===== config.mk =====
export PLATFORM = sky130hd
export DESIGN_NAME = tea_stream_controller
export DESIGN_NICKNAME = d
export VERILOG_FILES = /design/src/rtl/tea_stream_controller.sv
export SDC_FILE = /design/constraint.sdc
export NUM_CORES = 1
export LEC_CHECK = 0
export CAP_MARGIN = 20
export CORE_AREA = 2 2 203 205
export DETAILED_ROUTE_END_ITERATION = 7
export DIE_AREA = 0 0 205 207
export DONT_BUFFER_PORTS = 1
export PLACE_DENSITY = 0.61
export SYNTH_ARGS = -nofsm -noshare
export SYNTH_HDL_FRONTEND = slang
export SYNTH_SLANG_ARGS = --single-unit

===== constraint.sdc =====
create_clock -name clk -period 20.2 [get_ports clk]
set_input_delay 4.04 -clock clk [delete_from_list [all_inputs] [get_ports clk]]
set_output_delay 4.04 -clock clk [all_outputs]
set_load 0.005 [all_outputs]

===== src/rtl/tea_stream_controller.sv =====
// tea_stream_controller
// Valid/ready front-end for the 8-way parallel TEA decryptor array.
// A LATENCY-deep tag pipeline shadows the array so that only real results
// (not bubbles) are captured into a small output FIFO. The array is only
// advanced when the result leaving it has somewhere to go, so nothing is
// ever dropped under downstream backpressure. The key register can only
// change once every issued block has left the array.
module tea_stream_controller #(
    parameter int LATENCY    = 32,
    parameter int FIFO_DEPTH = 4
) (
    input  logic         clk,
    input  logic         rst,
    input  logic         in_valid,
    output logic         in_ready,
    input  logic [63:0]  in_block,
    input  logic [127:0] key_in,
    input  logic         key_load,
    output logic         key_ack,
    output logic         dp_ena,
    output logic [63:0]  dp_in_block,
    output logic [127:0] dp_key,
    input  logic [63:0]  dp_out_block,
    output logic         out_valid,
    input  logic         out_ready,
    output logic [63:0]  out_block,
    output logic [5:0]   inflight,
    output logic         busy
);

    localparam int PW = (FIFO_DEPTH > 1) ? $clog2(FIFO_DEPTH) : 1;
    localparam int CW = $clog2(FIFO_DEPTH + 1);
    localparam logic [CW-1:0] COUNT_FULL = CW'(FIFO_DEPTH);
    localparam logic [CW-1:0] COUNT_ZERO = {CW{1'b0}};
    localparam logic [CW-1:0] COUNT_ONE  = {{(CW-1){1'b0}}, 1'b1};
    localparam logic [PW-1:0] PTR_ONE    = {{(PW-1){1'b0}}, 1'b1};

    // Registered state
    logic [LATENCY-1:0] tag_r;
    logic [5:0]         inflight_r;
    logic               key_pending_r;
    logic               key_ack_r;
    logic [127:0]       dp_key_r;
    logic [63:0]        mem_r [FIFO_DEPTH];
    logic [PW-1:0]      wr_ptr_r;
    logic [PW-1:0]      rd_ptr_r;
    logic [CW-1:0]      count_r;

    // Combinational decode
    logic tag_out_s;
    logic pending_s;
    logic any_inflight_s;
    logic fifo_full_s;
    logic fifo_nonempty_s;
    logic pop_s;
    logic stall_s;
    logic adv_s;
    logic accept_s;
    logic retire_s;
    logic key_done_s;

    // Advance, handshake and key-completion decode
    always_comb begin
        tag_out_s       = tag_r[LATENCY-1];
        // A key request seen this cycle already outranks a data request.
        pending_s       = key_pending_r | key_load;
        any_inflight_s  = (inflight_r != 6'd0);
        fifo_full_s     = (count_r == COUNT_FULL);
        fifo_nonempty_s = (count_r != COUNT_ZERO);
        pop_s           = fifo_nonempty_s & out_ready;
        // The slot leaving the array carries real data but the FIFO cannot take it.
        stall_s         = tag_out_s & fifo_full_s & ~pop_s;
        if (pending_s) begin
            // Drain already-issued tags with bubbles, only while no block is offered.
            adv_s = ~in_valid & any_inflight_s & ~stall_s;
        end else begin
            adv_s = (in_valid | any_inflight_s) & ~stall_s;
        end
        accept_s   = adv_s & in_valid & ~pending_s;
        retire_s   = adv_s & tag_out_s;
        key_done_s = pending_s & ~any_inflight_s;
    end

    // Tag pipeline: shifts in lockstep with the array enable
    always_ff @(posedge clk or posedge rst) begin
        if (rst) begin
            tag_r <= {LATENCY{1'b0}};
        end else if (adv_s) begin
            tag_r <= {tag_r[LATENCY-2:0], accept_s};
        end else begin
            tag_r <= tag_r;
        end
    end

    // Count of data tags currently inside the array
    always_ff @(posedge clk or posedge rst) begin
        if (rst) begin
            inflight_r <= 6'd0;
        end else begin
            case ({accept_s, retire_s})
                2'b10:   inflight_r <= inflight_r + 6'd1;
                2'b01:   inflight_r <= inflight_r - 6'd1;
                default: inflight_r <= inflight_r;
            endcase
        end
    end

    // Key register: loads only once the array holds no data
    always_ff @(posedge clk or posedge rst) begin
        if (rst) begin
            key_pending_r <= 1'b0;
            key_ack_r     <= 1'b0;
            dp_key_r      <= 128'd0;
        end else begin
            key_ack_r <= key_done_s;
            if (key_done_s) begin
                dp_key_r      <= key_in;
                key_pending_r <= 1'b0;
            end else if (key_load) begin
                key_pending_r <= 1'b1;
            end else begin
                key_pending_r <= key_pending_r;
            end
        end
    end

    // Output FIFO: captures retiring data slots, pops on downstream handshake
    always_ff @(posedge clk or posedge rst) begin
        if (rst) begin
            for (int i = 0; i < FIFO_DEPTH; i++) begin
                mem_r[i] <= 64'd0;
            end
            wr_ptr_r <= {PW{1'b0}};
            rd_ptr_r <= {PW{1'b0}};
            count_r  <= COUNT_ZERO;
        end else begin
            if (retire_s) begin
                mem_r[wr_ptr_r] <= dp_out_block;
                wr_ptr_r        <= wr_ptr_r + PTR_ONE;
            end
            if (pop_s) begin
                rd_ptr_r <= rd_ptr_r + PTR_ONE;
            end
            case ({retire_s, pop_s})
                2'b10:   count_r <= count_r + COUNT_ONE;
                2'b01:   count_r <= count_r - COUNT_ONE;
                default: count_r <= count_r;
            endcase
        end
    end

    assign in_ready    = adv_s & ~pending_s;
    assign dp_ena      = adv_s;
    assign dp_in_block = in_valid ? in_block : 64'd0;
    assign dp_key      = dp_key_r;
    assign key_ack     = key_ack_r;
    assign out_valid   = fifo_nonempty_s;
    assign out_block   = mem_r[rd_ptr_r];
    assign inflight    = inflight_r;
    assign busy        = any_inflight_s | fifo_nonempty_s;

endmodule


==> reports/metrics.cfg <==
[run_status]
outcome=finished, final reports clean

[synth]
synth_edf_count=0
synth.largest_area_cell=dfrtp_1
yosys_register_bits=431
synth_top_flop_cell=dfrtp_1
postSynth.asyncResetShare=1.00
synthCells=1132
yosys_warnings=0
synth.top_cells.by_area=dfrtp_1, mux2_1, mux2_2
syn_area_mm2=0.0184
synth_fp_nets=1405
netlist.area_leader.share=0.586
ys_seq_area_frac=0.586
synth_cell_type_count=40
syn_area_per_cell_um2=16.3

[die]
ioPinCount=528
die_w_um=205
dieArea_mm2=0.0424
coreArea_mm2=0.0404
fp-row-count=74
start_util=0.456
die_y_um=207

[cts]
root_buffer=clkbuf_16
hold_buffers=0
cts_sinks=431
clock_path_buffers=3
htree_num_levels=2
cts_setup_buffers=0
cts_tree=done
cts.clk_slew.worst_paths_ns=0.06
numCtsBuffers=47
ctsResizeCount=0
clkLatencyLatePin_ns=0.57

[setup_path]
worstSetupPathType=in -> out
worstPathRequired_ns=16.16
start_kind=primary input
path_max_fanout=6
reg2regPathDepth=9
r2r_slack_ns=16.55
crit_chain=o21ai_0, o41ai_4, nand2b_1, nor3_1
slowest_delay_ns=0.27
critPathCaptureType=output pin
r2r-end=inflight[5]
critPathSlowestCell=o21ai_0
r2r_start=count_r[0]
startpoint=key_load
cp_data_arrival_time_ns=4.99

[grt]
gr-usage-all-layers=0.238
grt_pass1_wl_um=72800
overflow=0
grt_start_max_net_pins=133
antenna_found_initial=37
grt_pass1_vias=10144

[placement]
dp_hpwl_um=36200
port-buffer-count=0
placed_cell_area_mm2=0.0188
dp.cells=1613
pre_cts_slack_ns=11.17
gp_congestion=0.920

[routing]
wl_met1_um=19100
drc=0
ant_nets=0
wl_per_cell_um=29.6
routed_wl_um=50800
vias_per_cell=5.72
dr.pass1.iters=4
num_vias=9817
highest_layer=met5
wl_met3_um=5170
drtIter0Drc=484
met2_wirelength_um=24400

[pwr]
p_total_mw=2.88
vdd_drop_max_v=0.000118
p_leak_nw=9.77
power_density_mw_per_mm2=141

[timing]
finalCritPeriodShare=0.447
slew_headroom=0.258
skew_ns=0.0214
worst_slew_pin_slew_ns=1.11
worst_slack_ns=11.17
finalSetupTns_ns=0
fin_crit_ns=9.03
hold_viol=0
max_freq_mhz=111
hold_ws_ns=0.479
rsz0062_at_grt=false
drv_slew=0
setup-violations-final=0

[finish]
syn_to_final_growth_pct=10.8
final_util=0.505
instances_no_fill=1716
final_cell_area_mm2=0.0204
final_nets=1405
layout-drive-gt1-share=0.290

[flow_run]
cap_viol_max_count=0

[hold_path]
hold_path_end=mem_r[139]
hold_depth=1
hp-start=mem_r[139]
worstHoldPathType=reg -> reg

-- flip-flops by register name, summed over array words and instances, names as in the netlist --
name and count:
mem_r 256, dp_key 128, wr_ptr_r 2, key_ack 1, rd_ptr_r 2, key_pending_r 1, tag_r 32, count_r 3
inflight 6
-- report_power, final --
part | switching, mW | total [mW] | internal [mW]
clock network | 0.342 | 0.851 | 0.509
registers | 0.223 | 1.33 | 1.11
logic | 0.304 | 0.693 | 0.389
-- worst max-delay path: cells and delay by family --
kind / cells / cell delay (ns)
compound gates: 2 / 0.47
simple gates: 2 / 0.48
-- logic make-up (layout without fill, tap and decap cells) --
group / after synthesis / in the layout / synth area share
AND/OR/NAND/NOR: 97 / 97 / 0.0324
adder cells (fa/ha/maj): 12 / 12 / 0.00897
multiplexers: 481 / 481 / 0.333
flip-flops: 431 / 431 / 0.586
AO/OA/AOI/OAI: 19 / 19 / 0.00734
buffers and inverters: 82 / 115 / 0.0279
other: 0 / 19 / 0
XOR/XNOR: 10 / 10 / 0.00475
-- layer usage --
metal | up-vias | GRT usage
met5 | - | 0
met4 | 2 | 0.104
met3 | 94 | 0.0960
met2 | 399 | 0.381
met1 | 5229 | 0.282
li1 | 4093 | -
-- placed cells by master, fill, tap and decap left out, types with 3 or more instances in the layout --
cell type	synthesis	layout
bufinv_16	0	4
o31ai_1	3	3
mux2_2	176	176
clkbuf_16	0	47
nor3b_2	0	4
ha_1	10	10
inv_1	14	13
clkbuf_8	0	8
o21ai_0	8	8
dfrtp_1	431	429
xnor2_1	4	4
mux4_2	64	64
diode_2	0	19
nand2_1	7	7
xor2_1	6	6
buf_4	0	16
clkbuf_1	13	16
nor2_1	5	5
mux2_1	240	240
clkinv_2	0	5
and2_1	65	65
-- how the worst max path moves through the flow --
| stage | end | slack [ns] | cells past startpoint |
|---|---|---|---|
| 2_1_floorplan | count_r[0] | 4.16 | 1 |
| 6_report | in_ready | 11.17 | 4 |
| 4_1_cts | in_ready | 11.16 | 4 |
| 5_1_grt | in_ready | 11.11 | 4 |
| 3_5_place_dp | in_ready | 11.17 | 4 |
| 3_3_place_gp | in_ready | 11.19 | 4 |
-- layout make-up --
| class | count | area (um2) |
|---|---|---|
| fillers | 3407 | 20000 |
| flip-flops and latches | 431 | 10800 |
| multi-input cells | 619 | 7150 |
| clock buffers | 71 | 1350 |
| well taps | 532 | 666 |
| repair buffers | 18 | 175 |
| clock inverters | 11 | 163 |
| inverters | 15 | 63.8 |
| diodes | 19 | 47.5 |
-- cell usage after synthesis, types with 2 or more instances --
master / n
mux2_2: 176
o21ai_0: 8
mux2_1: 240
o31ai_1: 3
nor3b_1: 6
buf_6: 24
xor2_1: 6
and2_1: 65
clkbuf_1: 13
buf_1: 10
ha_1: 10
nor2_1: 5
xnor2_1: 4
buf_2: 20
mux4_2: 64
dfrtp_1: 431
inv_1: 14
nand2b_1: 2
nand2_1: 7
fa_1: 2
a21oi_1: 2
nor3_1: 2
Note: power is estimated with default switching activity, not from simulation.
